<file path="src/rtl/codec_config_seq.sv">
// codec_config_seq: after reset release (or a START pulse once the sequence
// has settled) it waits INIT_DELAY cycles, then writes a fixed table of
// audio-codec register commands through an external i2c writer. Each write
// uses a READY/GO/ACK handshake, and every handshake wait is bounded by
// TIMEOUT cycles. A timeout stops the sequence and holds ERROR.
//
// Ports:
//   CLK       system clock (shared with the i2c writer)
//   RST       asynchronous, active-high reset
//   START     re-runs the configuration when idle, done or in error
//   I2C_DATA  command word {reg_addr[6:0], reg_data[8:0]} to the writer
//   GO        transfer request to the writer
//   READY     writer idle and its last transfer complete
//   ACK       writer has accepted the command (pulse)
//   INDEX     table entry currently being written
//   DONE      all NUM_REGS entries written successfully (held)
//   ERROR     sequence aborted on a handshake timeout (held)
module codec_config_seq #(
  parameter int unsigned INIT_DELAY = 1000,
  parameter int unsigned TIMEOUT    = 255,
  parameter int unsigned NUM_REGS   = 11
) (
  input  logic        CLK,
  input  logic        RST,
  input  logic        START,
  output logic [15:0] I2C_DATA,
  output logic        GO,
  input  logic        READY,
  input  logic        ACK,
  output logic [3:0]  INDEX,
  output logic        DONE,
  output logic        ERROR
);

  typedef enum logic [2:0] {
    S_IDLE,
    S_DELAY,
    S_LOAD,
    S_REQ,
    S_WAIT,
    S_DONE,
    S_ERR
  } state_t;

  // Counters only need to reach their terminal value minus one; the timeout
  // counter is kept at least 2 bits wide so it can express the WAIT blanking.
  localparam int unsigned DW = (INIT_DELAY > 1) ? $clog2(INIT_DELAY) : 1;
  localparam int unsigned TW = (TIMEOUT > 4) ? $clog2(TIMEOUT) : 2;

  localparam logic [DW-1:0] DLY_LAST = (INIT_DELAY > 1) ? DW'(INIT_DELAY - 1) : '0;
  localparam logic [TW-1:0] TO_LAST  = (TIMEOUT > 1) ? TW'(TIMEOUT - 1) : '0;
  localparam logic [TW-1:0] TO_BLANK = TW'(2);
  localparam logic [3:0]    IDX_LAST = 4'(NUM_REGS - 1);

  function automatic logic [15:0] table_entry(input logic [3:0] idx);
    logic [15:0] word;
    case (idx)
      4'd0:    word = 16'h1E00;  // reset
      4'd1:    word = 16'h001A;
      4'd2:    word = 16'h021A;
      4'd3:    word = 16'h047B;
      4'd4:    word = 16'h067B;
      4'd5:    word = 16'h0812;  // line-in to ADC
      4'd6:    word = 16'h0A06;
      4'd7:    word = 16'h0C00;
      4'd8:    word = 16'h0E42;
      4'd9:    word = 16'h1002;
      4'd10:   word = 16'h1201;  // active
      default: word = 16'h0000;
    endcase
    return word;
  endfunction

  state_t        state_q, state_d;
  logic [DW-1:0] dly_q, dly_d;
  logic [TW-1:0] tcnt_q, tcnt_d;
  logic [3:0]    idx_q, idx_d;
  logic [15:0]   data_q, data_d;

  logic to_expired;
  assign to_expired = (tcnt_q == TO_LAST);

  always_ff @(posedge CLK or posedge RST) begin
    if (RST) begin
      state_q <= S_DELAY;
      dly_q   <= '0;
      tcnt_q  <= '0;
      idx_q   <= '0;
      data_q  <= '0;
    end else begin
      state_q <= state_d;
      dly_q   <= dly_d;
      tcnt_q  <= tcnt_d;
      idx_q   <= idx_d;
      data_q  <= data_d;
    end
  end

  always_comb begin
    state_d = state_q;
    dly_d   = dly_q;
    tcnt_d  = tcnt_q;
    idx_d   = idx_q;
    data_d  = data_q;

    case (state_q)
      S_IDLE, S_DONE, S_ERR: begin
        if (START) begin
          state_d = S_DELAY;
          dly_d   = '0;
          tcnt_d  = '0;
          idx_d   = '0;
        end
      end

      S_DELAY: begin
        if (dly_q == DLY_LAST) begin
          state_d = S_LOAD;
          idx_d   = '0;
          tcnt_d  = '0;
          data_d  = table_entry(4'd0);
        end else begin
          dly_d = dly_q + DW'(1);
        end
      end

      // READY takes priority over a coincident timeout.
      S_LOAD: begin
        if (READY) begin
          state_d = S_REQ;
          tcnt_d  = '0;
        end else if (to_expired) begin
          state_d = S_ERR;
        end else begin
          tcnt_d = tcnt_q + TW'(1);
        end
      end

      // ACK takes priority over a coincident timeout.
      S_REQ: begin
        if (ACK) begin
          state_d = S_WAIT;
          tcnt_d  = '0;
        end else if (to_expired) begin
          state_d = S_ERR;
        end else begin
          tcnt_d = tcnt_q + TW'(1);
        end
      end

      // The first two WAIT cycles still see the writer's pre-transfer READY,
      // so completion is only accepted once the counter has passed them.
      S_WAIT: begin
        if (READY && (tcnt_q >= TO_BLANK)) begin
          if (idx_q == IDX_LAST) begin
            state_d = S_DONE;
          end else begin
            state_d = S_LOAD;
            idx_d   = idx_q + 4'd1;
            tcnt_d  = '0;
            data_d  = table_entry(idx_q + 4'd1);
          end
        end else if (to_expired) begin
          state_d = S_ERR;
        end else begin
          tcnt_d = tcnt_q + TW'(1);
        end
      end

      default: ;
    endcase
  end

  // GO decodes straight from the state register so an asynchronous reset
  // removes it without waiting for a clock edge.
  assign GO       = (state_q == S_REQ);
  assign DONE     = (state_q == S_DONE);
  assign ERROR    = (state_q == S_ERR);
  assign INDEX    = idx_q;
  assign I2C_DATA = data_q;

endmodule

</file>
<file path="config.mk">
export PLATFORM = sky130hd
export DESIGN_NAME = codec_config_seq
export DESIGN_NICKNAME = d
export VERILOG_FILES = /design/src/rtl/codec_config_seq.sv
export SDC_FILE = /design/constraint.sdc
export NUM_CORES = 1
export LEC_CHECK = 0
export BUFFER_PORTS_ARGS = -buffer_cell sky130_fd_sc_hd__buf_2
export CAP_MARGIN = 20
export CORE_ASPECT_RATIO = 0.9
export CORE_MARGIN = 2
export CORE_UTILIZATION = 35
export DETAILED_ROUTE_END_ITERATION = 8
export PLACE_DENSITY = 0.55
export SYNTH_ARGS = -nofsm -noshare
export SYNTH_HDL_FRONTEND = slang
export SYNTH_SLANG_ARGS = --single-unit
</file>
<file path="constraint.sdc">
create_clock -name CLK -period 2.1 [get_ports CLK]
set_clock_uncertainty 0.05 [all_clocks]
set_input_delay 0 -clock CLK [delete_from_list [all_inputs] [get_ports CLK]]
set_output_delay 0 -clock CLK [all_outputs]
set_load 0.1 [all_outputs]
</file>
# After elaboration in Yosys (flattened, before gate mapping)
# Memories as Yosys holds them, arrays and structs flattened.
# Index checks and enable logic that the tools add are counted.
[word_totals]
reg_bits = 41
romBits = 176
output_inout_bits = 23
memories = 1
[classes]
add_sub_neg = 3
n_lt_le_gt_ge = 1
n_eq_ne = 15
mux = 28
n_reduce_logical = 12
[memory_table]
columns = ["name", "words", "width", "read_ports", "rd_clocked_by_memory_dff", "write_ports", "line_no", "source"]
rows = [
  ["(no name shown)", 16, 11, 1, 0, 0, "57", "case (idx)"],
]
[ops]
columns = ["op", "count"]
rows = [
  ["$mux W8", 7],
  ["$mux W16", 3],
  ["$pmux W8 S5", 1],
  ["$pmux W16 S2", 1],
  ["$mux W3", 7],
  ["$mux W10", 2],
  ["$pmux W10 S2", 1],
  ["$mux W4", 4],
  ["$pmux W3 S5", 1],
  ["$pmux W4 S3", 1],
  ["$add A10 B1 Y10 const B", 1],
  ["$eq A10 B10 Y1 const B", 1],
  ["$ne A2 B2 Y1 const B", 5],
  ["$eq A3 B3 Y1 const B", 3],
  ["$add A8 B1 Y8 const B", 1],
  ["$eq A8 B8 Y1 const B", 1],
  ["$ge A8 B2 Y1 const B", 1],
  ["$reduce_and A4 Y1", 2],
  ["$eq A3 B2 Y1 const B", 2],
  ["$reduce_and A3 Y1", 2],
  ["$reduce_and A5 Y1", 1],
  ["$reduce_bool A5 Y1", 1],
  ["$add A4 B1 Y4 const B", 1],
  ["$eq A4 B4 Y1 const B", 1],
  ["7 further kinds", 8],
]

# Depth between registers and ports, before layout
# Gate-level depths: netlist (run 1).
# An unclocked memory read counts as a cell.
[depth]
ltp_word = 5
ltp_mapped = 8
mapped_depth_nobuf = 7

# Worst setup path before layout (run 1)
# Ideal clock, no wire load.
[synth_timing]
path_kind = "flip-flop to flip-flop"
from = "register idx_q[0], in the netlist INDEX[0]"
to = "register idx_q[1], in the netlist INDEX[1]"
setup_ns = 0.126
t_arrival_ns = 2.658
t_required_ns = 1.924
path_slack_ns = -0.734
stages_incl_launch_ff = 9
synth_period_minus_slack_ns = 2.834
path_cell_list = "dfrtp_1 -> inv_1 -> ha_1 -> nand3b_1 -> and3_1 -> and2_2 -> clkbuf_1 -> o21a_1 -> mux2_2"
[synth_between]
elab_chain_len = 4
[synth_rtl]
columns = ["element", "line_no", "source"]
rows = [
  ["from (decl)", "77", "logic [3:0] idx_q, idx_d;"],
  ["from (signal assigned)", "94", "idx_q <= idx_d;"],
  ["$add A4 B1 Y4", "159", "idx_d = idx_q + 4'd1;"],
  ["$mux W4", "155", "if (idx_q == IDX_LAST) begin"],
  ["$mux W4", "154", "if (READY && (tcnt_q >= TO_BLANK)) begin"],
  ["$pmux W4 S3", "106", "case (state_q)"],
]
# Parallel ways exist; a longest one is shown, timed or not. The select of a mux whose other input is x is not followed.
# A chain may end at the register's enable or synchronous reset.

# Final worst setup path (run 1)
[layout_timing]
from = "register state_q[0]"
to = "register data_q[5], in the netlist I2C_DATA[5]"
[layout_between]
elab_chain_len = 3
[layout_rtl]
columns = ["element", "line_no", "source"]
rows = [
  ["from (decl)", "74", "state_t state_q, state_d;"],
  ["from (signal assigned)", "91", "state_q <= state_d;"],
  ["$eq A3 B3 Y1 or $eq A3 B1 Y1 (tied branches)", "106", ""],
  ["$ne A2 B2 Y1 (no source line) or $reduce_bool A2 Y1 (tied branches)", "-", ""],
  ["$reduce_and A4 Y1 (no source line)", "-", ""],
  ["to (signal assigned)", "95", "data_q <= data_d;"],
  ["to (decl)", "78", "logic [15:0] data_q, data_d;"],
]
# Parallel ways exist; a longest one is shown, timed or not.

==> results.yml, run 1 <==
detailed_routing:
  wl_mm: 5.30
  vias: 2002
  drc_errors: 0
  via_per_inst: 5.06
  dr.pass1.iters: 4
  initialDrtViolationCount: 62
  routedWlPerCell_um: 13.4
  ant_nets: 0
global_routing:
  grt_max_degree: 22
  grtUsageTotal_pct: 15.6
  grt_antenna_before_repair: 0
  grt_pass1_wl_mm: 9.29
  grt_pass1_vias: 1934
  grt.overflow.total: 0
synthesis:
  netlist_instances: 252
  synthDominantCellAreaShare_pct: 37.3
  synth_edf_count: 0
  ys_ff_latch: 36
  synth_top_area_cell: "dfrtp_1"
  synth_cell_type_count: 66
  syn_area_per_cell_um2: 9.31
  synth.most_common_cell: "dfrtp_1"
  synth-seq-area-share_pct: 38.4
  synth.yosys.warnings: 0
  yosys-top-cells-count: "dfrtp_1, nor2_1, nand2_1"
  synth_area_leaders: "dfrtp_1, ha_1, o21ai_0"
  yosys_most_used_dff: "dfrtp_1"
  async_reset_ff_share_pct: 100
  synth.cell_area_mm2: 0.00235
floorplan:
  dieWidth_um: 90.3
  core_mm2: 0.00655
  die_h_um: 81.7
  std_cell_rows: 28
  initial_core_util_pct: 35.8
  dieArea_mm2: 0.00738
  io_pins: 28
placement:
  dpl.hpwl_mm: 3.99
  dp_slack_ns: 0.0119
  port_buffers: 22
  gp_congestion: 0.846
clock_tree:
  clk_path_buf_depth: 2
  cts.sinks: 36
  cts_buffers: 5
  insertion_delay_ns: 0.28
  cts-root-buf: "clkbuf_8"
  h-tree-depth: 2
  clkTransAtPathRegs_ns: 0.07
  tritoncts: "yes"
worst_setup_path:
  r2r_start: "state_q[0]$_DFFE_PP1P_"
  crit_type: "flip-flop to flip-flop"
  path_max_fanout: 7
  critPathCaptureType: "flip-flop"
  rrSetupSlack_ns: 0.05
  cp_data_arrival_time_ns: 2.18
  start_kind: "flip-flop"
  worstPathRequired_ns: 2.23
  r2r_end: "I2C_DATA[5]$_DFFE_PP0P_"
  worstRegToRegCells: 4
cells_and_area:
  drive_above_1_share_pct: 32.7
  nets: 318
  regArea_um2: 912
  diodes: 0
  area_growth_pct: 23.4
  fin_util_pct: 44.2
  fill_cells: 651
  multi_input_area_mm2: 0.00135
timing:
  tightest_slew_ns: 0.736
  drv_slew: 0
  final_hold_viol_count: 0
  finalCritPeriodShare_pct: 97.6
  layout_min_cycle_time_ns: 2.05
  final-setup-viol-count: 0
  slew_headroom_pct: 50.9
  fmax_mhz: 488
  rsz0062_at_grt: "true"
  fin_ws_ns: 0.0507
hold_path:
  worstHoldStart: "READY"
  hold_end: "state_q[1]$_DFFE_PP0P_"
  min-delay-path-class: "input port to flip-flop"
  min_path_cells: 4
job:
  maxCapViolCount: 0
run_status:
  outcome: "finished clean"
power:
  irDropWorstVdd_v: 0.000665
  leakage_uw: 0.00133
  p_per_area_mw_per_mm2: 1200
## cell usage in the layout (no fill, tap or decap), types with 3 or more instances in the layout
cell type	count
xor2_1	5
nand3b_1	3
a2bb2oi_1	3
a221o_1	5
a21oi_1	9
o22ai_1	5
buf_2	22
buf_4	30
and2_1	3
ha_1	6
nand3_1	9
nor2_1	21
nor3_1	5
nand2_1	20
o21ai_0	17
nand4_1	5
and3_2	5
inv_1	9
mux2_2	3
conb_1	5
nor2b_1	3
and3_1	5
xnor2_1	6
dfrtp_1	31
clkbuf_8	5
## sequential cells by signal (all words and copies together), names as in the netlist
register,count
I2C_DATA,11
dly_q,10
tcnt_q,8
INDEX,4
state_q,3
## critical path: stages, from the launching register on
cell and delay (ns):
dfstp_2 0.56, or3b_1 0.35, or4_4 0.53, a21boi_2 0.22
a22o_1 0.24
## worst max path at each step
| stage | from | to | slack (ns) | depth (start not counted) |
|---|---|---|---|---|
| global placement | state_q[0]$_DFFE_PP1P_ | I2C_DATA[5]$_DFFE_PP0P_ | 0.03 | 4 |
| detailed placement | dly_q[0]$_DFFE_PP0P_ | tcnt_q[3]$_DFFE_PP0P_ | 0.01 | 5 |
| finish | state_q[0]$_DFFE_PP1P_ | I2C_DATA[5]$_DFFE_PP0P_ | 0.05 | 4 |
| CTS | state_q[0]$_DFFE_PP1P_ | I2C_DATA[5]$_DFFE_PP0P_ | 0.01 | 4 |
| global route | tcnt_q[0]$_DFFE_PP0P_ | tcnt_q[0]$_DFFE_PP0P_ | -0.02 | 8 |
| floorplan | INDEX[0]$_DFFE_PP0P_ | INDEX[2]$_DFFE_PP0P_ | -0.08 | 8 |
## layer usage
metal	wire [um]	track usage [%]
met5	0	0
met4	51	5.08
met3	195	1.93
met2	2360	25.5
met1	2690	21.7
## per-stage QoR
stage | hold WS, ns | power (uW) | TNS (ns) | area (um^2) | cells
2_1_floorplan | 0.0856 | 2540 | -0.169 | 2410 | 256
4_1_cts | 0.0313 | 3450 | 0 | 2850 | 395
6_report | 0.0453 | 3470 | 0 | 2900 | 396
3_5_place_dp | 0.138 | 2960 | 0 | 2750 | 385
3_3_place_gp | 0.143 | 2940 | 0 | 2750 | 385
5_1_grt | 0.0770 | 3700 | -0.0593 | 2900 | 396
## final cells by class
class / count / area share [%]
Multi-Input combinational cell: 193 / 46.4
Sequential cell: 36 / 31.5
Timing Repair Buffer: 57 / 13.7
Tap cell: 90 / 3.89
Clock buffer: 7 / 2.63
Inverter: 12 / 1.64
Clock inverter: 1 / 0.173
## power by group
part	leakage, uW	internal, uW	total (uW)	switching (uW)
logic	0.000822	673	2040	1370
registers	0.000467	841	951	110
clock network	0.0000422	233	478	245
## cells by family (layout without fill, tap and decap cells)
group	after synthesis	in the layout	synth area share, %
xor gates and xnor gates	11	11	4.10
muxes	5	5	2.35
AOI/OAI and AO/OA	65	65	19.7
DFF	36	36	38.4
buffers and inverters	27	77	7.20
other	1	5	0.160
adders and majority gates	8	8	4.26
and+or+nand+nor	99	99	23.8
## repair_timing
item,4_1_cts,5_1_grt
gates resized for setup,0,10
endpoints found under the hold margin,20,0
setup buffers,0,1
hold buffers,2,0
endpoints found under the setup margin,0,12
Note: power is estimated with default switching activity, not from simulation.
==> inputs of run 2 (changes only) <==
- CORE_UTILIZATION: 35 -> 53
- PLACE_DENSITY: 0.55 -> 0.78
==> results.yml, run 2 (synthesis gave the netlist of run 1 again) <==
cells_and_area:
  area_growth_pct: 21.4
  diodes: 0
  nets: 314
  final_cell_mix: "dfrtp_1, buf_4, buf_2"
  largest_reg_flops: 11
  fin_util_pct: 68.5
  fill_cells: 330
  drive_above_1_share_pct: 32.8
  mostFrequentLayoutCell: "dfrtp_1"
clock_tree:
  cts.sinks: 36
  tritoncts: "yes"
  h-tree-depth: 2
  cts_buffers: 5
  cts-root-buf: "clkbuf_8"
  clk_path_buf_depth: 2
  clkTransAtPathRegs_ns: 0.07
  insertion_delay_ns: 0.29
timing:
  fmax_mhz: 478
  tightest_slew_ns: 0.744
  fin_ws_ns: 0.00808
  slew_headroom_pct: 50.3
  drv_slew: 0
  rsz0062_at_grt: "true"
  layout_min_cycle_time_ns: 2.09
  final_hold_viol_count: 0
  finalCritPeriodShare_pct: 99.6
  final-setup-viol-count: 0
detailed_routing:
  drc_errors: 0
  vias: 2088
  via_per_inst: 5.77
  dr.pass1.iters: 4
  ant_nets: 0
  routedWlPerCell_um: 15.0
  wl_mm: 5.42
  initialDrtViolationCount: 125
worst_setup_path:
  worstRegToRegCells: 5
  start_kind: "flip-flop"
  cpLargestDelayFamily: "compound AO/OA/AOI/OAI gates"
  cp_num_buf_inv: 0
  critPathCaptureType: "flip-flop"
  worstPathRequired_ns: 2.21
  r2r_end: "tcnt_q[2]$_DFFE_PP0P_"
  cp_data_arrival_time_ns: 2.21
  r2r_start: "dly_q[0]$_DFFE_PP0P_"
  critical_path.max_stage_delay_ns: 0.49
  rrSetupSlack_ns: 0.008
  worstPathCellList: "ha_2 -> nand4b_1 -> o31a_2 -> a2111o_1 -> a221o_1"
  path_max_fanout: 8
  cp_slowest_cell: "a2111o_1"
  crit_type: "flip-flop to flip-flop"
run_status:
  outcome: "finished clean"
job:
  maxCapViolCount: 0
power:
  total_power_uw: 3500
  clock_power_share_pct: 13.6
  p_int_uw: 1740
  irDropWorstVdd_v: 0.000852
  p_sw_uw: 1760
  p_per_area_mw_per_mm2: 1230
  leakage_uw: 0.00131
  p_comb_share_pct: 59.3
  seqPwrFrac_pct: 27.1
  p_sw_share_pct: 50.2
global_routing:
  grt_max_degree: 23
  grt_antenna_before_repair: 0
  grt_pass1_wl_mm: 8.85
  grt_pass1_vias: 1937
  grtUsageTotal_pct: 23.2
  grt.overflow.total: 0
placement:
  gp_congestion: 0.871
  port_buffers: 22
  dpl.hpwl_mm: 3.77
  dp_slack_ns: -0.0464
floorplan:
  core_mm2: 0.00416
  die_h_um: 67.1
  initial_core_util_pct: 56.5
  std_cell_rows: 22
  dieWidth_um: 74.2
  dieArea_mm2: 0.00498
  io_pins: 28
hold_path:
  min_path_cells: 4
  hold_end: "state_q[1]$_DFFE_PP0P_"
  worstHoldStart: "READY"
  min-delay-path-class: "input port to flip-flop"
==> run 2: metrics by stage <==
| stage | hold WS (ns) | instances | instance area [um^2] | TNS, ns |
|---|---|---|---|---|
| 2_1_floorplan | 0.0856 | 256 | 2410 | -0.169 |
| 3_3_place_gp | 0.111 | 349 | 2670 | -0.00882 |
| 3_5_place_dp | 0.120 | 349 | 2670 | -0.0473 |
| 4_1_cts | 0.0481 | 359 | 2790 | 0 |
| 5_1_grt | 0.0858 | 362 | 2850 | -0.0156 |
| 6_report | 0.0486 | 362 | 2850 | 0 |
==> run 2: layout make-up <==
type                    count  area (um^2)  share of cell area (%)
multi-input cells         193         1370                    48.2
flip-flops and latches     36          912                    32.0
repair buffers             53          360                    12.6
clock buffers               7         76.3                    2.68
well taps                  60         75.1                    2.64
inverters                  12         47.5                    1.67
clock inverters             1         5.00                   0.176
==> run 2: worst max-delay path by stage <==
stage	from	end	slack [ns]	cells past startpoint
floorplan	INDEX[0]$_DFFE_PP0P_	INDEX[2]$_DFFE_PP0P_	-0.08	8
global placement	state_q[0]$_DFFE_PP1P_	INDEX[1]$_DFFE_PP0P_	-0.009	6
CTS	tcnt_q[1]$_DFFE_PP0P_	tcnt_q[3]$_DFFE_PP0P_	0.01	6
detailed placement	state_q[0]$_DFFE_PP1P_	INDEX[1]$_DFFE_PP0P_	-0.05	6
global route	tcnt_q[7]$_DFFE_PP0P_	tcnt_q[2]$_DFFE_PP0P_	-0.009	5
finish	dly_q[0]$_DFFE_PP0P_	tcnt_q[2]$_DFFE_PP0P_	0.008	5
==> run 2: worst min-delay path: cells and delay by family <==
| family | cells | cell delay [ns] |
|---|---|---|
| compound gates | 1 | 0.10 |
| buf+inv | 1 | 0.14 |
| simple gates | 2 | 0.11 |
==> run 2: power by group through the flow <==
stage	clock [uW]	combinational [uW]	sequential [uW]
final	476	2070	946
after global routing	519	2200	960
after CTS	481	1990	943
after detailed placement	0	1970	956
after global placement	0	1940	948
after floorplan	0	1090	1440
==> run 2: what timing repair did <==
item	in CTS	in global routing
gates resized for setup	4	10
pin swaps	2	6
endpoints found under the setup margin	8	16
buffers inserted	0	3
cloned	0	0
hold buffers	2	0
endpoints found under the hold margin	18	0
==> run 2: routing by layer <==
metal,vias up,track usage [%],wire length [um]
li1,1009,-,-
met1,1011,30.5,2550
met2,62,38.2,2580
met3,6,4.18,246
met4,0,8.86,42
met5,-,0,0
